[config.mk]
export PLATFORM = sky130hd
export DESIGN_NAME = uart_inst_loader
export DESIGN_NICKNAME = d
export VERILOG_FILES = /design/src/rtl/uart_inst_loader_pkg.sv /design/src/rtl/uart_rx_byte.sv /design/src/rtl/uart_inst_loader.sv
export SDC_FILE = /design/constraint.sdc
export NUM_CORES = 1
export LEC_CHECK = 0
export CAP_MARGIN = 40
export CORE_MARGIN = 2
export CORE_UTILIZATION = 35
export DETAILED_ROUTE_END_ITERATION = 6
export GPL_ROUTABILITY_DRIVEN = 1
export PLACE_DENSITY = 0.55
export SLEW_MARGIN = 20
export SYNTH_ARGS = -nofsm -noshare
export SYNTH_HDL_FRONTEND = slang
export SYNTH_SLANG_ARGS = --single-unit
[constraint.sdc]
create_clock -name clk -period 8.3 [get_ports clk]
set_input_delay 1.66 -clock clk [delete_from_list [all_inputs] [get_ports clk]]
set_output_delay 1.66 -clock clk [all_outputs]
set_load 0.01 [all_outputs]
[src/rtl/uart_inst_loader_pkg.sv]
// Shared types and constants for the UART instruction loader.
// Holds the receiver state encoding, the end-of-image marker and the default baud divisor.
package uart_inst_loader_pkg;

    typedef enum logic [1:0] {
        ST_IDLE,
        ST_START,
        ST_DATA,
        ST_STOP
    } rx_state_t;

    localparam logic [31:0] END_MARKER           = 32'hFFFF_FFFF;
    localparam int          DEFAULT_CLKS_PER_BIT = 434;

endpackage

[src/rtl/uart_rx_byte.sv]
// 8N1 UART byte receiver: input synchronizer, bit FSM with centre sampling, and an LSB-first shift register.
// The strobe outputs are single-cycle and coincide with the clock in which the deciding sample is taken.
module uart_rx_byte
    import uart_inst_loader_pkg::*;
#(
    parameter int CLKS_PER_BIT = DEFAULT_CLKS_PER_BIT
) (
    input  logic       i_clk,
    input  logic       i_rst,
    input  logic       i_rx,
    output logic       o_byte_valid,
    output logic [7:0] o_byte_data,
    output logic       o_frame_err_pulse,
    output logic       o_start_ok
);

    localparam int                CNT_W     = $clog2(CLKS_PER_BIT);
    localparam logic [CNT_W-1:0] BIT_LAST  = CNT_W'(CLKS_PER_BIT - 1);
    localparam logic [CNT_W-1:0] HALF_LAST = CNT_W'(CLKS_PER_BIT / 2 - 1);

    logic             r_rx_meta;
    logic             r_rx_s;
    rx_state_t        r_state;
    logic [CNT_W-1:0] r_cnt;
    logic [2:0]       r_bit_idx;
    logic [7:0]       r_shift;
    logic             r_stop_wait;

    logic             w_stop_sample;
    logic             w_start_sample;

    assign w_stop_sample  = (r_state == ST_STOP) && !r_stop_wait && (r_cnt == BIT_LAST);
    assign w_start_sample = (r_state == ST_START) && (r_cnt == HALF_LAST);

    assign o_byte_valid      = w_stop_sample && r_rx_s;
    assign o_frame_err_pulse = w_stop_sample && !r_rx_s;
    assign o_start_ok        = w_start_sample && !r_rx_s;
    assign o_byte_data       = r_shift;

    // After a bad stop bit the line may still be low; r_stop_wait holds us in STOP until it idles.
    always_ff @(posedge i_clk) begin
        if (i_rst) begin
            r_rx_meta   <= 1'b1;
            r_rx_s      <= 1'b1;
            r_state     <= ST_IDLE;
            r_cnt       <= '0;
            r_bit_idx   <= '0;
            r_shift     <= '0;
            r_stop_wait <= 1'b0;
        end else begin
            r_rx_meta <= i_rx;
            r_rx_s    <= r_rx_meta;
            case (r_state)
                ST_IDLE: begin
                    r_cnt       <= '0;
                    r_stop_wait <= 1'b0;
                    if (!r_rx_s) begin
                        r_state <= ST_START;
                    end
                end
                ST_START: begin
                    if (w_start_sample) begin
                        r_cnt     <= '0;
                        r_bit_idx <= '0;
                        r_state   <= r_rx_s ? ST_IDLE : ST_DATA;
                    end else begin
                        r_cnt <= r_cnt + CNT_W'(1);
                    end
                end
                ST_DATA: begin
                    if (r_cnt == BIT_LAST) begin
                        r_cnt     <= '0;
                        r_shift   <= {r_rx_s, r_shift[7:1]};
                        r_bit_idx <= r_bit_idx + 3'd1;
                        if (r_bit_idx == 3'd7) begin
                            r_state <= ST_STOP;
                        end
                    end else begin
                        r_cnt <= r_cnt + CNT_W'(1);
                    end
                end
                ST_STOP: begin
                    if (r_stop_wait) begin
                        if (r_rx_s) begin
                            r_state <= ST_IDLE;
                        end
                    end else if (w_stop_sample) begin
                        r_cnt <= '0;
                        if (r_rx_s) begin
                            r_state <= ST_IDLE;
                        end else begin
                            r_stop_wait <= 1'b1;
                        end
                    end else begin
                        r_cnt <= r_cnt + CNT_W'(1);
                    end
                end
                default: r_state <= ST_IDLE;
            endcase
        end
    end

endmodule

[src/rtl/uart_inst_loader.sv]
// Serial boot loader: packs received UART bytes little-endian into 32-bit words and writes them to imem.
// An all-ones word terminates loading; after that only reset re-arms the assembler.
module uart_inst_loader
    import uart_inst_loader_pkg::*;
#(
    parameter int CLKS_PER_BIT               = DEFAULT_CLKS_PER_BIT,
    parameter int INST_MEMORY_ADDR_BUS_WIDTH = 16,
    parameter int INST_MEMORY_DATA_BUS_WIDTH = 32
) (
    input  logic                                  clk,
    input  logic                                  rst,
    input  logic                                  rx,
    output logic                                  imem_we,
    output logic [INST_MEMORY_ADDR_BUS_WIDTH-1:0] imem_addr,
    output logic [INST_MEMORY_DATA_BUS_WIDTH-1:0] imem_wdata,
    output logic                                  loading,
    output logic                                  done,
    output logic                                  frame_err
);

    localparam int AW = INST_MEMORY_ADDR_BUS_WIDTH;
    localparam int DW = INST_MEMORY_DATA_BUS_WIDTH;

    logic          w_byte_valid;
    logic [7:0]    w_byte_data;
    logic          w_frame_err_pulse;
    logic          w_start_ok;
    logic [DW-1:0] w_word;

    logic [1:0]    r_byte_idx;
    logic [DW-1:0] r_wdata;
    logic [AW-1:0] r_addr;
    logic          r_we;
    logic          r_loading;
    logic          r_done;
    logic          r_frame_err;

    uart_rx_byte #(
        .CLKS_PER_BIT(CLKS_PER_BIT)
    ) u_rx (
        .i_clk            (clk),
        .i_rst            (rst),
        .i_rx             (rx),
        .o_byte_valid     (w_byte_valid),
        .o_byte_data      (w_byte_data),
        .o_frame_err_pulse(w_frame_err_pulse),
        .o_start_ok       (w_start_ok)
    );

    always_comb begin
        w_word                     = r_wdata;
        w_word[8*r_byte_idx +: 8]  = w_byte_data;
    end

    // The address advances the cycle after the strobe so it stays stable while imem_we is high.
    always_ff @(posedge clk) begin
        if (rst) begin
            r_byte_idx  <= '0;
            r_wdata     <= '0;
            r_addr      <= '0;
            r_we        <= 1'b0;
            r_loading   <= 1'b0;
            r_done      <= 1'b0;
            r_frame_err <= 1'b0;
        end else begin
            r_we <= 1'b0;
            if (r_we) begin
                r_addr <= r_addr + AW'(4);
            end
            if (w_frame_err_pulse) begin
                r_frame_err <= 1'b1;
            end
            if (w_start_ok && !r_done) begin
                r_loading <= 1'b1;
            end
            if (w_byte_valid && !r_done) begin
                r_wdata    <= w_word;
                r_byte_idx <= r_byte_idx + 2'd1;
                if (r_byte_idx == 2'd3) begin
                    if (w_word == END_MARKER) begin
                        r_done    <= 1'b1;
                        r_loading <= 1'b0;
                    end else begin
                        r_we <= 1'b1;
                    end
                end
            end
        end
    end

    assign imem_we    = r_we;
    assign imem_addr  = r_addr;
    assign imem_wdata = r_wdata;
    assign loading    = r_loading;
    assign done       = r_done;
    assign frame_err  = r_frame_err;

endmodule

==> flow_summary.toml <==
[status]
status = "finished clean"

[power]
p_leak_nw = 1.49
irDropWorstVdd_mv = 0.0608
finalPower_mw = 0.707
p_per_area_mw_per_mm2 = 153

[synthesis]
ys_seq_area_share_pct = 40.0
synth_area_mm2 = 0.00385
yosysUniqueCellTypes = 56
synth_flop_cell = "dfxtp_1"
yosys_warnings = 0
netlist_instances = 467
synth-seq-cells = 77
synth_edf_count = 0
synth_async_sr_flop_share_pct = 0
syn_area_per_cell_um2 = 8.25

[route]
drt_pass1_iterations = 5
drc = 0
viasPerCell = 5.36
wl_per_cell_um = 15.3
drtIter0Drc = 167
ant_nets = 0
vias = 3474
routed_wirelength_mm = 9.89

[critical_path]
crit_family = "buffers and inverters"
cpMaxStageDelayCell = "clkdlybuf4s50_1"
critPathKind = "flip-flop to output pin"
crit_chain = "clkdlybuf4s50_1"
slowest_delay_ps = 600
crit_path_end_kind = "output pin"
cp_data_required_time_ps = 6640
crit_buf_inv = 1
critical_path_arrival_ps = 1450
cp-start-kind = "flip-flop"
crit_fanout = 7

[clock_network]
clk_pin_slew_worst_paths_ps = 90
cts_buffer_depth = 2
htree_levels = 3
worstSkewPairLatency_ps = 360
numCtsBuffers = 9
cts_root_buffer = "clkbuf_8"
tritoncts = "yes"
cts.sinks = 77
cts_resized = 0
cts_setup_buffers = 0
cts_hold_buffers = 0

[placement]
gp_congestion = 0.845
dp_slack_ps = 5270
portBuffers = 52
dp.cells = 632
hpwl_mm = 6.85

[timing]
fmax_mhz = 321
post-route-period-util_pct = 37.5
min_period_ps = 3110
hold_viol = 0
timing.final.max_slew_violations = 0
worstMarginPinSlew_ps = 755
setup_viol = 0
fin_tns_setup_ps = 0
rsz0062_at_grt = "no"
finClkSkew_ps = 12.1
setup_slack_ps = 5190
maxSlewHeadroom_pct = 49.7

[layout]
n_antenna_cell = 0
fin_nets = 522
drive_above_1_share_pct = 5.71
syn_to_final_growth_pct = 20.4
stdcell_count = 648
num-fill-cells = 1102

[floorplan]
io_pins = 55
initial_core_util_pct = 35.7
die_h_um = 109
dieArea_mm2 = 0.0119
num_rows = 38
die_x_um = 109
core_area_mm2 = 0.0108

[global_routing]
grt_pass1_vias = 3310
grt_usage_pct = 17.5
grt_pass1_wl_mm = 16.4
antenna_found_initial = 0
grt_max_degree = 74
grt_overflow = 0

[worst_hold_path]
hp-class = "flip-flop to flip-flop"

[flow_run]
drv_cap = 0
routing by layer:
| metal | wire (µm) | vias up | global-route usage, % |
|---|---|---|---|
| met5 | 0 | - | 0 |
| met4 | 120 | 0 | 5.04 |
| met3 | 477 | 11 | 3.65 |
| met2 | 4730 | 84 | 29.2 |
| met1 | 4560 | 1632 | 22.6 |
| li1 | - | 1747 | - |
cell families (layout without fill, tap and decap cells):
group | count (synthesis) | after routing | share of synthesized area (%)
compound gates | 92 | 92 | 15.4
mux | 2 | 2 | 0.520
fa+ha+maj | 16 | 16 | 5.19
flops | 77 | 77 | 40.0
simple gates | 211 | 211 | 29.2
buf+inv | 49 | 89 | 5.26
xor+xnor | 19 | 19 | 4.32
other cells | 1 | 2 | 0.0973
layout by cell type (no fill, tap or decap), types with 3 or more instances in the layout:
| master | n |
|---|---|
| dfxtp_1 | 77 |
| nor2_1 | 51 |
| nand2_1 | 51 |
| clkdlybuf4s50_1 | 51 |
| a21oi_1 | 37 |
| nand4_1 | 32 |
| nand3_1 | 22 |
| inv_1 | 19 |
| ha_1 | 16 |
| a22oi_1 | 15 |
| xor2_1 | 14 |
| clkbuf_8 | 9 |
| nand3b_1 | 8 |
| o21ai_0 | 7 |
| o22ai_1 | 7 |
| nor2b_1 | 6 |
| xnor2_1 | 5 |
| nand2b_1 | 5 |
| and4_1 | 5 |
| and3_1 | 5 |
| a31oi_1 | 4 |
| a211oi_1 | 4 |
| a31o_2 | 3 |
| nor3_1 | 3 |
| or4_1 | 3 |
area by class of cell:
type	count	area, µm²	area share [%]
Clock buffer	9	124	2.67
Clock inverter	7	82.6	1.78
Inverter	19	71.3	1.54
Multi-Input combinational cell	342	2110	45.6
Sequential cell	77	1540	33.2
Tap cell	140	175	3.78
Timing Repair Buffer	54	531	11.4
worst paths after layout:
| check | startpoint | end | slack [ps] | depth (start not counted) |
|---|---|---|---|---|
| worst max register to register | r_byte_idx[0]$_SDFFE_PP0P_ | loading$_SDFF_PP0_ | 5220 | 7 |
| worst min-delay path | u_rx.r_rx_meta$_SDFF_PP1_ | u_rx.r_rx_s$_SDFF_PP1_ | 430 | 1 |
| worst min register to register | u_rx.r_rx_meta$_SDFF_PP1_ | u_rx.r_rx_s$_SDFF_PP1_ | 430 | 1 |
| worst max-delay path | imem_we$_SDFF_PP0_ | imem_we | 5190 | 1 |
metrics by stage:
stage / util [%] / area (µm²) / hold slack, ps
after floorplan: - / 3860 / 389
final: 43.0 / 4640 / 428
after detailed placement: 41.1 / 4430 / 411
after global routing: 43.0 / 4640 / 440
after global placement: 41.1 / 4430 / 391
after CTS: 43.0 / 4640 / 435
report_power, final:
part / switching (mW) / leakage, nW / internal (mW)
Clock: 0.152 / 0.0984 / 0.144
Sequential: 0.00264 / 0.621 / 0.371
Combinational: 0.0254 / 0.775 / 0.0125
Total: 0.181 / 1.49 / 0.527
registers in the layout, summed over array words and instances, names as in the netlist, 2 cells and up, named ones only:
register,cells
imem_wdata,32
imem_addr,14
r_byte_idx,2
u_rx.r_cnt,9
u_rx.r_bit_idx,3
u_rx.o_byte_data,8
synthesized netlist by cell type (2+ instances only):
| cell type | count | area share [%] |
|---|---|---|
| ha_1 | 16 | 5.2 |
| clkbuf_1 | 23 | 2.2 |
| or2_2 | 2 | 0.32 |
| nand3_1 | 22 | 2.9 |
| a21o_1 | 2 | 0.39 |
| inv_1 | 19 | 1.9 |
| buf_4 | 4 | 0.78 |
| and4_1 | 5 | 1.1 |
| buf_2 | 3 | 0.39 |
| dfxtp_1 | 77 | 40 |
| nor2_1 | 51 | 5.0 |
| xnor2_1 | 5 | 1.1 |
| mux2i_1 | 2 | 0.52 |
| nor2b_1 | 6 | 0.97 |
| nand2b_1 | 5 | 0.81 |
| nand2_1 | 51 | 5.0 |
| a22oi_1 | 15 | 2.9 |
| a211oi_1 | 4 | 0.78 |
| nand4bb_1 | 2 | 0.58 |
| nand3b_1 | 8 | 1.6 |
| nor4bb_1 | 2 | 0.52 |
| and3_1 | 5 | 0.81 |
| o21ai_0 | 7 | 0.91 |
| a222oi_1 | 2 | 0.52 |
| nand4_1 | 32 | 5.2 |
| a31oi_1 | 4 | 0.65 |
| o22ai_1 | 7 | 1.1 |
| xor2_1 | 14 | 3.2 |
| nor3_1 | 3 | 0.39 |
| a31o_2 | 3 | 0.68 |
| or3_1 | 2 | 0.32 |
| a311oi_1 | 2 | 0.45 |
| or4_1 | 3 | 0.58 |
| a21oi_1 | 37 | 4.8 |
Power figures use the tool's default switching activity.
